## config.mk

```make
export PLATFORM = sky130hd
export DESIGN_NAME = mole_dispatcher
export DESIGN_NICKNAME = d
export VERILOG_FILES = /design/src/rtl/mole_dispatcher.sv
export SDC_FILE = /design/constraint.sdc
export NUM_CORES = 1
export LEC_CHECK = 0
export CORE_MARGIN = 3
export CORE_UTILIZATION = 48
export DETAILED_ROUTE_END_ITERATION = 10
export DONT_BUFFER_PORTS = 1
export SYNTH_ARGS = -nofsm -noshare
export SYNTH_HDL_FRONTEND = slang
export SYNTH_SLANG_ARGS = --single-unit
```

## constraint.sdc

```tcl
create_clock -name clk -period 3.06 [get_ports clk]
set_input_delay 0 -clock clk [delete_from_list [all_inputs] [get_ports clk]]
set_output_delay 0 -clock clk [all_outputs]
set_load 0.02 [all_outputs]
```

## src/rtl/mole_dispatcher.sv

```systemverilog
// Whack-a-mole dispatcher: picks a pseudo-random mole after a short gap, runs its
// active window, and reports synchronised hits on the selected switch.
module mole_dispatcher #(
  parameter int unsigned WIN_EASY   = 50_000_000,
  parameter int unsigned WIN_MED    = 25_000_000,
  parameter int unsigned WIN_HARD   = 12_500_000,
  parameter int unsigned GAP_CYCLES = 16,
  parameter logic [15:0] LFSR_SEED  = 16'hACE1
) (
  input  logic       clk,
  input  logic       reset,
  input  logic       ready_for_mole,
  input  logic       timeout_start,
  input  logic       ledx,
  input  logic [1:0] level_select,
  input  logic [7:0] switches,
  output logic       rng_ready,
  output logic       timeout,
  output logic       switchx,
  output logic [2:0] mole_index,
  output logic [7:0] leds
);

  localparam int unsigned TIMER_W = 32;
  localparam int unsigned LFSR_W  = 16;
  localparam int unsigned SW_W    = 8;
  localparam int unsigned IDX_W   = 3;
  localparam int unsigned GAP_W   = (GAP_CYCLES > 1) ? $clog2(GAP_CYCLES) : 1;
  localparam logic [LFSR_W-1:0] LFSR_MASK = 16'hB400;

  typedef enum logic [2:0] {
    IDLE,
    GAP,
    ISSUE,
    ARMED,
    EXPIRED
  } state_t;

  state_t             state_q, state_d;
  logic [GAP_W-1:0]   gap_q, gap_d;
  logic [TIMER_W-1:0] timer_q, timer_d;
  logic [IDX_W-1:0]   mole_q, mole_d;
  logic               seen_q, seen_d;
  logic [LFSR_W-1:0]  lfsr_q, lfsr_d;
  logic [SW_W-1:0]    sync1_q, sync1_d;
  logic [SW_W-1:0]    sync2_q, sync2_d;
  logic [SW_W-1:0]    sync3_q, sync3_d;
  logic               rng_q, rng_d;
  logic               tmo_q, tmo_d;
  logic               hit_q, hit_d;

  logic [SW_W-1:0]    rise;
  logic [IDX_W-1:0]   pick_raw;
  logic [IDX_W-1:0]   pick_idx;

  function automatic logic [TIMER_W-1:0] window_len(input logic [1:0] lvl);
    case (lvl)
      2'b00:   return TIMER_W'(WIN_EASY);
      2'b01:   return TIMER_W'(WIN_MED);
      default: return TIMER_W'(WIN_HARD);
    endcase
  endfunction

  // Galois LFSR free-runs so the mole choice depends on request timing.
  always_comb begin
    lfsr_d = {1'b0, lfsr_q[LFSR_W-1:1]} ^ (lfsr_q[0] ? LFSR_MASK : '0);
  end

  // Two-flop synchroniser plus one delay stage for rising-edge detection.
  always_comb begin
    sync1_d = switches;
    sync2_d = sync1_q;
    sync3_d = sync2_q;
    rise    = sync2_q & ~sync3_q;
  end

  // Never present the same mole twice in a row.
  always_comb begin
    pick_raw = lfsr_q[IDX_W-1:0];
    pick_idx = (pick_raw == mole_q) ? pick_raw + IDX_W'(1) : pick_raw;
  end

  always_comb begin
    state_d = state_q;
    gap_d   = gap_q;
    timer_d = timer_q;
    mole_d  = mole_q;
    seen_d  = seen_q;

    case (state_q)
      IDLE: begin
        if (ready_for_mole) begin
          state_d = GAP;
          gap_d   = GAP_W'(GAP_CYCLES - 1);
        end
      end
      GAP: begin
        if (!ready_for_mole) begin
          state_d = IDLE;
        end else if (gap_q == '0) begin
          state_d = ISSUE;
          mole_d  = pick_idx;
          timer_d = window_len(level_select);
        end else begin
          gap_d = gap_q - GAP_W'(1);
        end
      end
      ISSUE: begin
        state_d = ARMED;
        seen_d  = 1'b0;
      end
      ARMED: begin
        seen_d = seen_q | timeout_start;
        // A release after the game FSM picked up the window wins over expiry.
        if (seen_q && !timeout_start) begin
          state_d = IDLE;
          timer_d = '0;
          seen_d  = 1'b0;
        end else if (timer_q <= TIMER_W'(1)) begin
          state_d = EXPIRED;
          timer_d = '0;
        end else begin
          timer_d = timer_q - TIMER_W'(1);
        end
      end
      EXPIRED: begin
        if (!timeout_start) begin
          state_d = IDLE;
          seen_d  = 1'b0;
        end
      end
      default: begin
        state_d = IDLE;
      end
    endcase
  end

  // Outputs registered from next-state so they line up with the state they describe.
  always_comb begin
    rng_d = (state_d == ISSUE);
    tmo_d = (state_d == ISSUE) || ((state_d == ARMED) && (timer_d != '0));
    hit_d = (state_q == ARMED) && tmo_q && rise[mole_q];
  end

  always_ff @(posedge clk) begin
    if (reset) begin
      state_q <= IDLE;
      gap_q   <= '0;
      timer_q <= '0;
      mole_q  <= '0;
      seen_q  <= 1'b0;
      lfsr_q  <= LFSR_SEED;
      sync1_q <= '0;
      sync2_q <= '0;
      sync3_q <= '0;
      rng_q   <= 1'b0;
      tmo_q   <= 1'b0;
      hit_q   <= 1'b0;
    end else begin
      state_q <= state_d;
      gap_q   <= gap_d;
      timer_q <= timer_d;
      mole_q  <= mole_d;
      seen_q  <= seen_d;
      lfsr_q  <= lfsr_d;
      sync1_q <= sync1_d;
      sync2_q <= sync2_d;
      sync3_q <= sync3_d;
      rng_q   <= rng_d;
      tmo_q   <= tmo_d;
      hit_q   <= hit_d;
    end
  end

  always_comb begin
    leds = '0;
    if ((state_q == ARMED) && ledx) begin
      leds = SW_W'(1) << mole_q;
    end
  end

  assign rng_ready  = rng_q;
  assign timeout    = tmo_q;
  assign switchx    = hit_q;
  assign mole_index = mole_q;

  rng_single_cycle: assert property (@(posedge clk) disable iff (reset)
    rng_ready |=> !rng_ready);

  mole_hold: assert property (@(posedge clk) disable iff (reset)
    !((state_q == GAP) && (state_d == ISSUE)) |=> $stable(mole_index));

endmodule
```

==> out/qor.yml <==
post-place-cells: 636
grtUsageTotal: 0.235
ios: 29
worstHoldEndpoint: "lfsr_q[12]"
finalHoldViolations: 0
synth_area_um2: 4340
post_drt_wl_per_cell_um: 17.4
ys_ff_latch: 86
n_antenna_cell: 0
grt_pass1_vias: 3806
die_w_um: 101
required_ps: 3320
rrSetupSlack_ps: 170
grt_max_degree: 85
clock-sinks: 86
period_needed_ps: 2890
hold_path_class: "in2reg"
cts_buffers: 9
fin_tns_setup_ps: 0
grt_pass1_wl_mm: 19.1
postRouteAntennaNets: 0
dp_hpwl_mm: 7.99
ys_async_sr_fraction: 0
drc: 0
crit_path_cell_trace: "nor4_4, nand4b_4, or3_4, nand3_2, buf_4, a31oi_1, nor4b_2, nand4_1, o31a_1"
rr_worst_depth: 9
post-place-ws_ps: 177
synth_area_per_cell_um2: 8.09
synth_nets: 556
cp_max_fo: 14
rows: 34
synth_top_flop_cell: "dfxtp_1"
r2r_start: "timer_q[11]"
stdcell_count: 663
worstSetupPathType: "reg2reg"
synth.distinct_cells: 67
power_leakage_nw: 1.85
maxSlewViolCount: 0
cpMaxStageDelayCell: "or3_4"
irDropWorstVdd_uv: 322
synth-xor-area-share: 0.0303
cts.clk_slew.worst_paths_ps: 90
ys_seq_area_frac: 0.397
max_slew_margin: 0.541
syn_inst: 537
netlist.top_cell.by_area: "dfxtp_1"
synth_top_family_by_area: "simple AND/OR/NAND/NOR gates"
antenna_found_initial: 0
num_vias: 3992
fmax_ghz: 0.346
whs_path_depth: 2
synthToLayoutAreaGrowth_pct: 12.7
synth-simple-area-share: 0.318
insertion_delay_ps: 360
synth-compound-area-share: 0.186
grt-ovfl-total: 0
yosys_warnings: 0
cts_tree: "done"
synthTopCellsByCount: "dfxtp_1, nor2_1, a21oi_1"
start_util: 0.495
rsz0062_at_grt: "no"
setup_viol: 0
synth_edf_count: 0
fin_ws_ps: 173
core_area_um2: 8760
synth.area.top_cells: "dfxtp_1, nor2b_1, a21oi_1"
avgViaCountPerCell: 6.02
drive_gt1_frac: 0.126
cp-end-kind: "flop"
status: "completed"
synth_most_common_cell: "dfxtp_1"
gp_congestion: 0.941
fin_skew_ps: 9.23
drt-initial-drc-count: 313
synthAdderAreaFrac: 0.0115
rr_endpoint: "timeout"
cp-start-kind: "flop"
synthMuxAreaShare: 0.0121
slowest_delay_ps: 460
die_h_um: 101
cts_buffer_depth: 2
synth_top_area_frac: 0.397
fill_cells: 825
root_buffer: "clkbuf_8"
tightest_slew_ps: 688
drv_cap: 0
min_from: "reset"
nets: 569
crit_arrival_ps: 3140
power_density_nw_per_um2: 592
portBuffers: 0
drtPass1Iterations: 7
period_share: 0.944
wl_mm: 11.5
htreeDepth: 3
die-area_um2: 10200
-- per-layer routing --
metal  global-route usage  wire length [um]
met5                    0                 0
met4               0.0869               394
met3               0.0657               983
met2                0.355              5120
met1                0.321              5060
-- worst max-delay path: cells and delay by family (launching register included) --
| family | cells | cell delay [ps] |
|---|---|---|
| compound gates | 2 | 340 |
| simple gates | 6 | 1830 |
| buf+inv | 1 | 230 |
| flops | 1 | 370 |
-- power by group --
part           internal, W  total, W  switching, W
combinational     0.000341  0.000798      0.000457
sequential         0.00118   0.00124     0.0000607
clock             0.000412  0.000861      0.000449
-- layout make-up --
class	count	area [um^2]	share of cell area
sequential	86	1720	0.352
clock buffer	10	138	0.0281
timing repair buffer	40	345	0.0706
clock inverter	6	80.1	0.0164
tap	108	135	0.0276
multi-input combinational	404	2440	0.499
inverter	9	33.8	0.00690
-- sequential cells by signal (all words and copies together), names as in the netlist --
name        cells
switchx         1
mole_index      3
rng_ready       1
lfsr_q         16
sync3_q         8
state_q         3
sync1_q         8
seen_q          1
gap_q           4
timer_q        32
sync2_q         8
timeout         1
-- worst max-delay path by stage --
stage / start / slack, ps / cells past startpoint / endpoint
after floorplan: timer_q[6] / 320 / 10 / timeout
after global placement: timer_q[12] / 270 / 9 / timeout
after detailed placement: timer_q[12] / 180 / 9 / timeout
after CTS: timer_q[12] / 150 / 9 / timeout
after global routing: timer_q[15] / 30 / 9 / timeout
final: timer_q[11] / 170 / 9 / timeout
-- timing repair --
item | 4_1_cts | 5_1_grt
endpoints found under the hold margin | 86 | 0
gates resized for setup | 0 | 3
hold buffers | 11 | 0
setup endpoints to repair | 0 | 1
setup buffers | 0 | 0
-- kinds of logic (layout without fill, tap and decap cells) --
| logic type | Yosys count | count (layout) |
|---|---|---|
| flops | 86 | 86 |
| mux | 5 | 5 |
| compound gates | 128 | 128 |
| buf+inv | 47 | 65 |
| simple gates | 252 | 252 |
| xor+xnor | 15 | 15 |
| fa+ha+maj | 4 | 4 |
-- cell usage in the layout, fill, tap and decap left out, drive strengths merged, types with 3 or more instances in the layout --
master / instances
o31ai: 4
a211oi: 13
clkinv: 3
nor2: 66
nand2b: 12
nand4b: 3
dlygate4sd3: 10
nor4: 12
buf: 30
nand2: 40
xor2: 5
xnor2: 10
ha: 4
nand3: 12
o21ai: 25
a21oi: 52
or2: 7
nand4: 5
a221oi: 8
or3: 10
nand3b: 4
nor2b: 41
nor3: 23
mux2i: 3
and3: 4
nor4b: 5
dfxtp: 86
clkbuf: 10
inv: 10
-- through the flow --
step	area, um^2	util	hold slack (ps)	power, W
2_1_floorplan	4340	-	128	0.00181
3_3_place_gp	4530	0.517	76.9	0.00199
3_5_place_dp	4530	0.517	77.8	0.00200
4_1_cts	4880	0.557	4.68	0.00289
5_1_grt	4890	0.558	24.2	0.00304
6_report	4890	0.558	8.35	0.00290
Power figures use the tool's default switching activity.
